===== config.mk =====
export PLATFORM = sky130hd
export DESIGN_NAME = rotl16_serial
export DESIGN_NICKNAME = d
export VERILOG_FILES = /design/src/rtl/rotl16_serial.sv
export SDC_FILE = /design/constraint.sdc
export NUM_CORES = 1
export LEC_CHECK = 0
export ABC_AREA = 1
export ABC_CLOCK_PERIOD_IN_PS = 2860
export CAP_MARGIN = 20
export CORE_MARGIN = 4
export CORE_UTILIZATION = 30
export CTS_BUF_LIST = sky130_fd_sc_hd__clkbuf_2
export CTS_CLUSTER_SIZE = 24
export DETAILED_ROUTE_END_ITERATION = 10
export MAX_ROUTING_LAYER = met4
export REMOVE_ABC_BUFFERS = 1
export SLEW_MARGIN = 20
export SYNTH_ARGS = -nofsm -noshare
export SYNTH_HDL_FRONTEND = slang
export SYNTH_SLANG_ARGS = --single-unit
export TNS_END_PERCENT = 50

===== constraint.sdc =====
create_clock -name CLK -period 2.86 [get_ports CLK]
set_input_delay 0.572 -clock CLK [delete_from_list [all_inputs] [get_ports CLK]]
set_output_delay 0.572 -clock CLK [all_outputs]
set_load 0.05 [all_outputs]

===== src/rtl/rotl16_serial.sv =====
// rotl16_serial: serial circular rotator, one bit position per clock.
// The operand A is rotated by B positions (left by default). The result
// is published on C together with a one-cycle DONE pulse.
// Optional feature macro: ROTL_DIR_SEL_EN adds a DIR input.
// DIR=0 selects a left rotation and DIR=1 selects a right rotation.

module rotl16_serial #(
    parameter int WIDTH = 16
) (
    input  logic                     CLK,
    input  logic                     RST,
    input  logic                     START,
    input  logic [WIDTH-1:0]         A,
    input  logic [$clog2(WIDTH)-1:0] B,
`ifdef ROTL_DIR_SEL_EN
    input  logic                     DIR,
`endif
    output logic                     BUSY,
    output logic                     DONE,
    output logic [WIDTH-1:0]         C
);

    localparam int CW = $clog2(WIDTH);
    localparam logic [CW-1:0] CNT_ZERO = {CW{1'b0}};
    localparam logic [CW-1:0] CNT_ONE  = {{(CW-1){1'b0}}, 1'b1};

    typedef enum logic [1:0] {
        ST_IDLE  = 2'b00,
        ST_SHIFT = 2'b01,
        ST_DONE  = 2'b10
    } state_t;

    state_t           state_r;
    logic [WIDTH-1:0] work_r;
    logic [CW-1:0]    cnt_r;
    logic [WIDTH-1:0] step_s;
`ifdef ROTL_DIR_SEL_EN
    logic             dir_r;
`endif

    // Rotate one position toward the MSB; the MSB wraps into bit 0.
    function automatic logic [WIDTH-1:0] rotl1(input logic [WIDTH-1:0] v);
        return {v[WIDTH-2:0], v[WIDTH-1]};
    endfunction

`ifdef ROTL_DIR_SEL_EN
    // Rotate one position toward the LSB; bit 0 wraps into the MSB.
    function automatic logic [WIDTH-1:0] rotr1(input logic [WIDTH-1:0] v);
        return {v[0], v[WIDTH-1:1]};
    endfunction
`endif

    // Next work-register value for a single shift step.
    always_comb begin
        step_s = rotl1(work_r);
`ifdef ROTL_DIR_SEL_EN
        if (dir_r) begin
            step_s = rotr1(work_r);
        end else begin
            step_s = rotl1(work_r);
        end
`endif
    end

    // Control FSM. The work register, the counter and all outputs are registered here.
    // C is written only when the FSM enters DONE, so intermediate rotations stay hidden.
    always_ff @(posedge CLK or posedge RST) begin
        if (RST) begin
            state_r <= ST_IDLE;
            work_r  <= {WIDTH{1'b0}};
            cnt_r   <= CNT_ZERO;
            C       <= {WIDTH{1'b0}};
            DONE    <= 1'b0;
            BUSY    <= 1'b0;
`ifdef ROTL_DIR_SEL_EN
            dir_r   <= 1'b0;
`endif
        end else begin
            case (state_r)
                ST_IDLE: begin
                    DONE <= 1'b0;
                    if (START) begin
                        work_r <= A;
                        cnt_r  <= B;
                        BUSY   <= 1'b1;
`ifdef ROTL_DIR_SEL_EN
                        dir_r  <= DIR;
`endif
                        if (B != CNT_ZERO) begin
                            state_r <= ST_SHIFT;
                        end else begin
                            // A zero rotate amount publishes the operand unchanged.
                            state_r <= ST_DONE;
                            C       <= A;
                            DONE    <= 1'b1;
                        end
                    end else begin
                        BUSY <= 1'b0;
                    end
                end
                ST_SHIFT: begin
                    work_r <= step_s;
                    cnt_r  <= cnt_r - CNT_ONE;
                    if (cnt_r == CNT_ONE) begin
                        state_r <= ST_DONE;
                        C       <= step_s;
                        DONE    <= 1'b1;
                    end else begin
                        state_r <= ST_SHIFT;
                    end
                end
                ST_DONE: begin
                    DONE    <= 1'b0;
                    BUSY    <= 1'b0;
                    state_r <= ST_IDLE;
                end
                default: begin
                    state_r <= ST_IDLE;
                    DONE    <= 1'b0;
                    BUSY    <= 1'b0;
                end
            endcase
        end
    end

endmodule

# After elaboration in Yosys (flattened, before gate mapping)
# Cells that the tools add are included.
# word_totals
inputBits	23
ff_bits	40
output_inout_bits	18
elab_cells	35
# classes
n_eq_ne	5
n_reduce_logical	5
add_sub_neg	1
mux	18
# ops
op	n
$mux 16	4
$pmux 16 s2	2
$pmux 4 s2	1
$mux 2	3
$ne 2x2->1 const B	3
$eq 4x1->1 const B	1
$mux 1	4
$mux 4	1
$pmux 1 s2	2
$pmux 2 s2	1
$reduce_and 4->1	1
$reduce_bool 4->1	1
$sub 4x1->4 const B	1
$eq 2x1->1 const B	1
$logic_not 2->1	1
$reduce_and 2->1	1
$reduce_bool 2->1	1

# Logic depth before layout (Yosys ltp)
# Gate-level depths: netlist of the first run.
# logic_depth
word_depth	4
ltp_mapped	7
mapped_depth_nobuf	6

# Worst setup path after synthesis of the first run
# OpenSTA, ideal clock, no wires.
# synth_path
path_type	in2reg
from	input B[0]
to	register C[0]
path_buffers	1
setup_ps	118
setup_slack_ps	1494
cell_stages	7
t_arrival_ps	1247
required_ps	2742
path_cell_list	nor2_1 nand2_1 inv_1 nand2_1 buf_4 nand3_1 nand2_1
# synth_via
elab_chain_cells	3
# synth_rtl
item	line_no	source
from (decl)	14	input logic [$clog2(WIDTH)-1:0] B,
$reduce_bool 4->1	89	if (B != CNT_ZERO) begin
$ne 2x2->1 (no source line)	n/a	
$reduce_and 4->1 (no source line)	n/a	
to (signal assigned)	72	C <= {WIDTH{1'b0}};
to (signal assigned)	106	C <= step_s;
to (decl)	20	output logic [WIDTH-1:0] C
# No other way between the ends.
# A chain may end at the register's enable or synchronous reset.

# Final worst setup path of the first run
# layout_path
from	register C[15]
to	output C[15]
# No word-level cell between the ends.

==> results.md, run 1 <==
- Top delay family on crit path: buffers and inverters
- Commonest cells after routing, fill and taps aside: 87 x nand2_1, 40 x dfrtp_1, 40 x clkdlybuf4s50_1
- Setup Crit Path Kind: reg -> out
- WP buf/inv: 1
- Antenna violations before repair: 0
- Warnings from Yosys: 0
- Die H: 87.1 um
- Outcome: finished, final reports clean
- Pleak: 1.16 nW
- Maximum clock frequency: 451 MHz
- TritonCTS Buffers: 5
- Wirelength per Cell: 12.1 um
- Peak-usage layer in the global routing report: met2
- Synth unique cells: 23
- Drt total wl: 4220 um
- CP max stage cell: clkdlybuf4s50_1
- Mapped cell area: 1880 um^2
- Pins Over Slew Limit: 0
- Tcrit/Tclk final: 0.776
- Fill count: 616
- Postcts setup bufs: 0
- Pre-antenna DRT Iters: 4
- Layout cell share with drive strength beyond 1: 0.0584
- Clk root buf: clkbuf_2
- HP Class: reg -> reg
- Average size of a mapped cell: 8.06 um^2
- Worst Path Required: 2.29 ns
- # rows: 28
- CP cell instances: clkdlybuf4s50_1
- Clk slew on worst S/H paths: 0.20 ns
- Slew HR: 0.630
- Power, Total: 2.84 mW
- Met3 GRT Util: 0.0397
- Power Density: 1200 nW/um^2
- Unrepaired setup endpoints after global routing: false
- Yosys reg bits: 40
- Final setup viols: 0
- Final Wtd Congestion: 0.761
- Diodes inserted: 0
- First-pass GRT wire length: 7170 um
- Hold Buf Count CTS: 0
- Synthesized instance count: 233
- Finished Cell Area: 2380 um^2
- Met2 Use GR: 0.186
- Core ar.: 5990 um^2
- Post-CTS resize count: 0
- # Max-Cap Violations: 0
- Worst vdd ir: 504 uV
- Port-buffer cells: 40
- Vias per cell: 4.42
- Area grow syn2layout: 26.6%
- Chip Width: 87.1 um
- Post-route clock skew: 0.0219 ns
- CP startpoint kind: flip-flop
- Min cycle time layout: 2.22 ns
- Largest net degree at the start of global routing: 41
- Die Area: 7590 um^2
- Total GRT Usage: 0.126
- Ports: 41
- Register area share after synthesis: 0.533
- CP arrival: 1.65 ns
- Initial core utilization: 0.313
- TritonCTS clock tree: yes
- Vias in the first global route: 1508
- Detailed Place HPWL: 2860 um
- Nets: 298
- Final Hold Vio Count: 0
- Crit-path max FO: 2
- ANT nets after route: 0
- Worst-Skew Late Latency: 0.40 ns
- CTS max path bufs: 2
- Worst setup EP type: output port
- Total Negative Setup Slacks: 0 ns
- Max stage delay on crit path: 0.82 ns
- Vias: 1541
- Htree depth: 2
- Grt ovf: 0
- DP Area: 2340 um^2
- 1st-iter DRT viols: 76
- Post-route DRC: 0
- Most common cell after layout, fill and taps aside: nand2_1
- Clock Sinks: 40
- Met1 Use GR: 0.165
- Worst-Margin Slew: 0.554 ns
-- metrics by stage --
stage               setup slack [ns]  std cells  utilization  hold slack [ns]
CTS                            0.618        349        0.397            0.517
floorplan                       1.37        224            -            0.483
global placement               0.820        341        0.390            0.461
global route                   0.533        349        0.397            0.550
detailed placement             0.803        341        0.390            0.472
finish                         0.640        349        0.397            0.513
-- state kept, by name (all words and copies together) (netlist names) --
name,flops
C,16
work_r,16
cnt_r,4
state_r,2
BUSY,1
DONE,1
-- synthesized netlist by cell type --
| library cell | number | area [um^2] |
|---|---|---|
| inv_2 | 2 | 7.51 |
| clkbuf_1 | 3 | 11.3 |
| nor3_1 | 1 | 5.00 |
| o21ai_2 | 1 | 8.76 |
| inv_1 | 23 | 86.3 |
| a21oi_1 | 1 | 5.00 |
| or2_2 | 1 | 6.26 |
| xnor2_1 | 1 | 8.76 |
| nor2_1 | 7 | 26.3 |
| nand3_4 | 1 | 17.5 |
| dfrtp_1 | 40 | 1000 |
| buf_6 | 1 | 11.3 |
| buf_4 | 1 | 7.51 |
| o21ai_4 | 1 | 16.3 |
| nand2_1 | 87 | 327 |
| buf_2 | 3 | 15.0 |
| nor2_4 | 1 | 11.3 |
| o21ai_0 | 28 | 140 |
| o21ai_1 | 6 | 30.0 |
| ha_1 | 2 | 25.0 |
| o211ai_1 | 1 | 7.51 |
| nand3_1 | 20 | 100 |
| buf_1 | 1 | 3.75 |
-- per-layer routing --
metal  part of all wire  vias to the layer above  routed length (um)
met5                  0                        -                   0
met4              0.011                        0                  46
met3              0.058                        6                 245
met2               0.45                       35                1880
met1               0.49                      688                2050
li1                   -                      812                   -
-- report_power, final --
part           internal [mW]  total, mW  switching [mW]
sequential             0.838      0.991           0.153
combinational          0.528       1.61            1.08
clock                 0.0655      0.245           0.180
-- cell type report --
class / instances / area, um^2 / area share
multi-input cells: 159 / 734 / 0.309
clock inverters: 1 / 3.75 / 0.00158
flip-flops and latches: 40 / 1000 / 0.421
clock buffers: 7 / 35.0 / 0.0147
inverters: 25 / 93.8 / 0.0395
repair buffers: 42 / 415 / 0.175
well taps: 75 / 93.8 / 0.0395
-- cell families (layout without fill, tap and decap cells) --
| group | count (synthesis) | after routing | share of synthesized area |
|---|---|---|---|
| flops | 40 | 40 | 0.533 |
| simple gates | 118 | 118 | 0.262 |
| fa+ha+maj | 2 | 2 | 0.0133 |
| compound gates | 38 | 38 | 0.111 |
| xor+xnor | 1 | 1 | 0.00466 |
| buf+inv | 34 | 75 | 0.0759 |
-- path summary, 6_finish.rpt --
| path | from | to | slack, ns | cells past startpoint |
|---|---|---|---|---|
| worst max-delay path | C[15]$_DFFE_PP0P_ | C[15] | 0.64 | 1 |
| worst min-delay path | BUSY$_DFFE_PP0N_ | BUSY$_DFFE_PP0N_ | 0.51 | 2 |
| worst max register to register | state_r[0]$_DFFE_PP0P_ | C[0]$_DFFE_PP0P_ | 1.25 | 6 |
| worst min register to register | BUSY$_DFFE_PP0N_ | BUSY$_DFFE_PP0N_ | 0.51 | 2 |
| max in group asynchronous | RST | C[3]$_DFFE_PP0P_ | 1.92 | 3 |
| min in group asynchronous | RST | BUSY$_DFFE_PP0N_ | 0.57 | 3 |
Power figures use the tool's default switching activity.
==> inputs of run 2 (changes only) <==
ABC_CLOCK_PERIOD_IN_PS = 1890   (was 2860)
clock period = 1.89 ns   (was 2.86 ns; I/O delays follow)
==> run 2 against run 1 <==
Effect of this change: register-to-register slack got worse by 0.88 ns; combinational power rose by 46%; clock skew fell by 0.0047 ns; clock power rose by 44%; highest routed layer unchanged; total power rose by 47%; cell count rose by 0.86%; routed wire length barely moved; via count rose by 2.9%; largest cell class unchanged; non-clock buffer count rose by 4; first-iteration DRC count fell by 21%.
==> results.md, run 2 (same netlist as run 1, synthesis figures left out) <==
- Maximum clock frequency: 595 MHz
- HP Class: in -> async
- Post-layout util: 0.395 (-0.00167)
- WP buf/inv: 1 (unchanged)
- Final Wtd Congestion: 0.774 (+1.6%)
- ANT nets after route: 0 (unchanged)
- # rows: 28 (unchanged)
- Fill count: 621 (+0.81%)
- Die Area: 7590 um^2 (unchanged)
- Layout cell share with drive strength beyond 1: 0.112 (+0.0535)
- Wirelength per Cell: 12.0 um (-0.83%)
- Clk slew on worst S/H paths: 0.18 ns (-0.02 ns)
- CP cell instances: dlygate4sd2_1
- Total Negative Setup Slacks: 0 ns (unchanged)
- Worst-Margin Slew: 0.527 ns (-0.0261 ns)
- Area occupied by multi-input gates: 734 um^2 (unchanged)
- Top delay family on crit path: buffers and inverters
- TritonCTS Buffers: 5 (unchanged)
- Setup Crit Path Kind: reg -> out
- Min cycle time layout: 1.68 ns
- Detailed Place HPWL: 2940 um (+2.9%)
- Clock Sinks: 40 (unchanged)
- CTS max path bufs: 2 (unchanged)
- Pleak: 1.21 nW (+4.2%)
- PnR worst setup slack: 0.209 ns (-0.431 ns)
- Ports: 41 (unchanged)
- Postcts setup bufs: 0 (unchanged)
- Port-buffer cells: 40 (unchanged)
- Depth of the worst register-to-register path: 7 (+1)
- Final Hold Vio Count: 0 (unchanged)
- Chip Width: 87.1 um (unchanged)
- Clk root buf: clkbuf_2
- Commonest cells after routing, fill and taps aside: 87 x nand2_1, 40 x dfrtp_1, 28 x o21ai_0
- Antenna violations before repair: 0 (unchanged)
- Max stage delay on crit path: 0.53 ns (-0.29 ns)
- Tcrit/Tclk final: 0.889
- Worst setup EP type: output port
- Pins Over Slew Limit: 0 (unchanged)
- Worst-Skew Late Latency: 0.38 ns (-0.02 ns)
- Grt ovf: 0 (unchanged)
- Pre-antenna DRT Iters: 4 (unchanged)
- Diodes inserted: 0 (unchanged)
- Area grow syn2layout: 26.0%
- Final setup viols: 0 (unchanged)
- Largest net degree at the start of global routing: 41 (unchanged)
- Vias per cell: 4.50 (+2.0%)
- Crit. path cell count: 1 (unchanged)
- Drt total wl: 4220 um (about the same)
- Core ar.: 5990 um^2 (unchanged)
- Worst vdd ir: 770 uV (+53%)
- Worst Path Required: 1.51 ns (-0.78 ns)
- CP arrival: 1.30 ns (-0.35 ns)
- First-pass GRT wire length: 7290 um (+1.7%)
- Die H: 87.1 um (unchanged)
- Initial core utilization: 0.313 (unchanged)
- Slew HR: 0.648 (+0.0183)
- CP max stage cell: dlygate4sd2_1
- 1st-iter DRT viols: 60 (-21%)
- FF+latch area: 1000 um^2 (unchanged)
- Post-route clock skew: 0.0172 ns (-0.00474 ns)
- Power Density: 1760 nW/um^2 (+47%)
- Unrepaired setup endpoints after global routing: false
- Largest regs: C: 16 flops, work_r: 16 flops, cnt_r: 4 flops
- CP startpoint kind: flip-flop
- # Max-Cap Violations: 0 (unchanged)
- TritonCTS clock tree: yes
- Total GRT Usage: 0.128 (+0.00240)
- Htree depth: 2 (unchanged)
- Vias: 1585 (+2.9%)
- Nets: 302 (+1.3%)
- Crit-path max FO: 2 (unchanged)
- Most common cell after layout, fill and taps aside: nand2_1
- Vias in the first global route: 1621 (+7.5%)
- Post-route DRC: 0 (unchanged)
- Outcome: finished, final reports clean
- Worst slack, placed: 0.158 ns (-0.645 ns)
-- run 2: changes by cell type in the layout (fill, tap and decap cells not counted), sizes merged --
cell / previous run / this run
buf: 2 / 17
dlygate4sd2: 0 / 7
clkdlybuf4s50: 40 / 22
clkbuf: 7 / 6
-- run 2: power by group --
part | internal [mW] | total [mW] | switching, mW
registers | 1.27 | 1.47 | 0.207
logic | 0.723 | 2.35 | 1.62
clock network | 0.0884 | 0.352 | 0.264
-- run 2: timing repair --
action,CTS,global route
setup endpoints to repair,7,0
gates resized for setup,7,0
hold buffers,0,0
-- run 2: worst register-to-register path, cell delays in order (launching register included) --
cell	delay, ns
dfrtp_1	0.49
inv_2	0.07
nor2_4	0.22
nand3_4	0.27
o21ai_4	0.13
buf_4	0.18
nand2_1	0.06
nand2_1	0.06
-- run 2: worst paths after layout --
kind / endpoint / slack [ns] / from
max reg2reg: C[5]$_DFFE_PP0P_ / 0.37 / state_r[0]$_DFFE_PP0P_
max in group asynchronous: work_r[6]$_DFFE_PP0P_ / 1.13 / RST
min: C[6]$_DFFE_PP0P_ / 0.40 / RST
max: C[8] / 0.21 / C[8]$_DFFE_PP0P_
min reg2reg: BUSY$_DFFE_PP0N_ / 0.51 / BUSY$_DFFE_PP0N_
min in group CLK: BUSY$_DFFE_PP0N_ / 0.51 / BUSY$_DFFE_PP0N_
-- run 2: metrics by stage --
stage | hold WS (ns) | power, mW | std cells | cell area, um^2
after detailed placement | 0.483 | 3.93 | 345 | 2340
after global placement | 0.456 | 3.89 | 345 | 2340
after floorplan | 0.483 | 3.21 | 224 | 1830
after global routing | 0.387 | 4.59 | 352 | 2370
final | 0.399 | 4.17 | 352 | 2370
after CTS | 0.379 | 4.25 | 352 | 2370
-- run 2: per-layer routing --
| metal | global-route usage | routed length [um] |
|---|---|---|
| met4 | 0.0377 | 51 |
| met5 | - | 0 |
| met1 | 0.157 | 1980 |
| met2 | 0.207 | 1970 |
| met3 | 0.0350 | 213 |
-- run 2: area by class of cell --
cell class / instances / share of cell area
repair buffers: 46 / 0.173
flip-flops and latches: 40 / 0.423
clock buffers: 6 / 0.0127
well taps: 75 / 0.0396
multi-input cells: 159 / 0.310
inverters: 25 / 0.0396
clock inverters: 1 / 0.00211
==> inputs of run 3 (changes only) <==
TNS_END_PERCENT = unset   (was 50)
==> results of run 3 <==
Same layout as run 2: the final DEF is identical, and so are final timing and power.
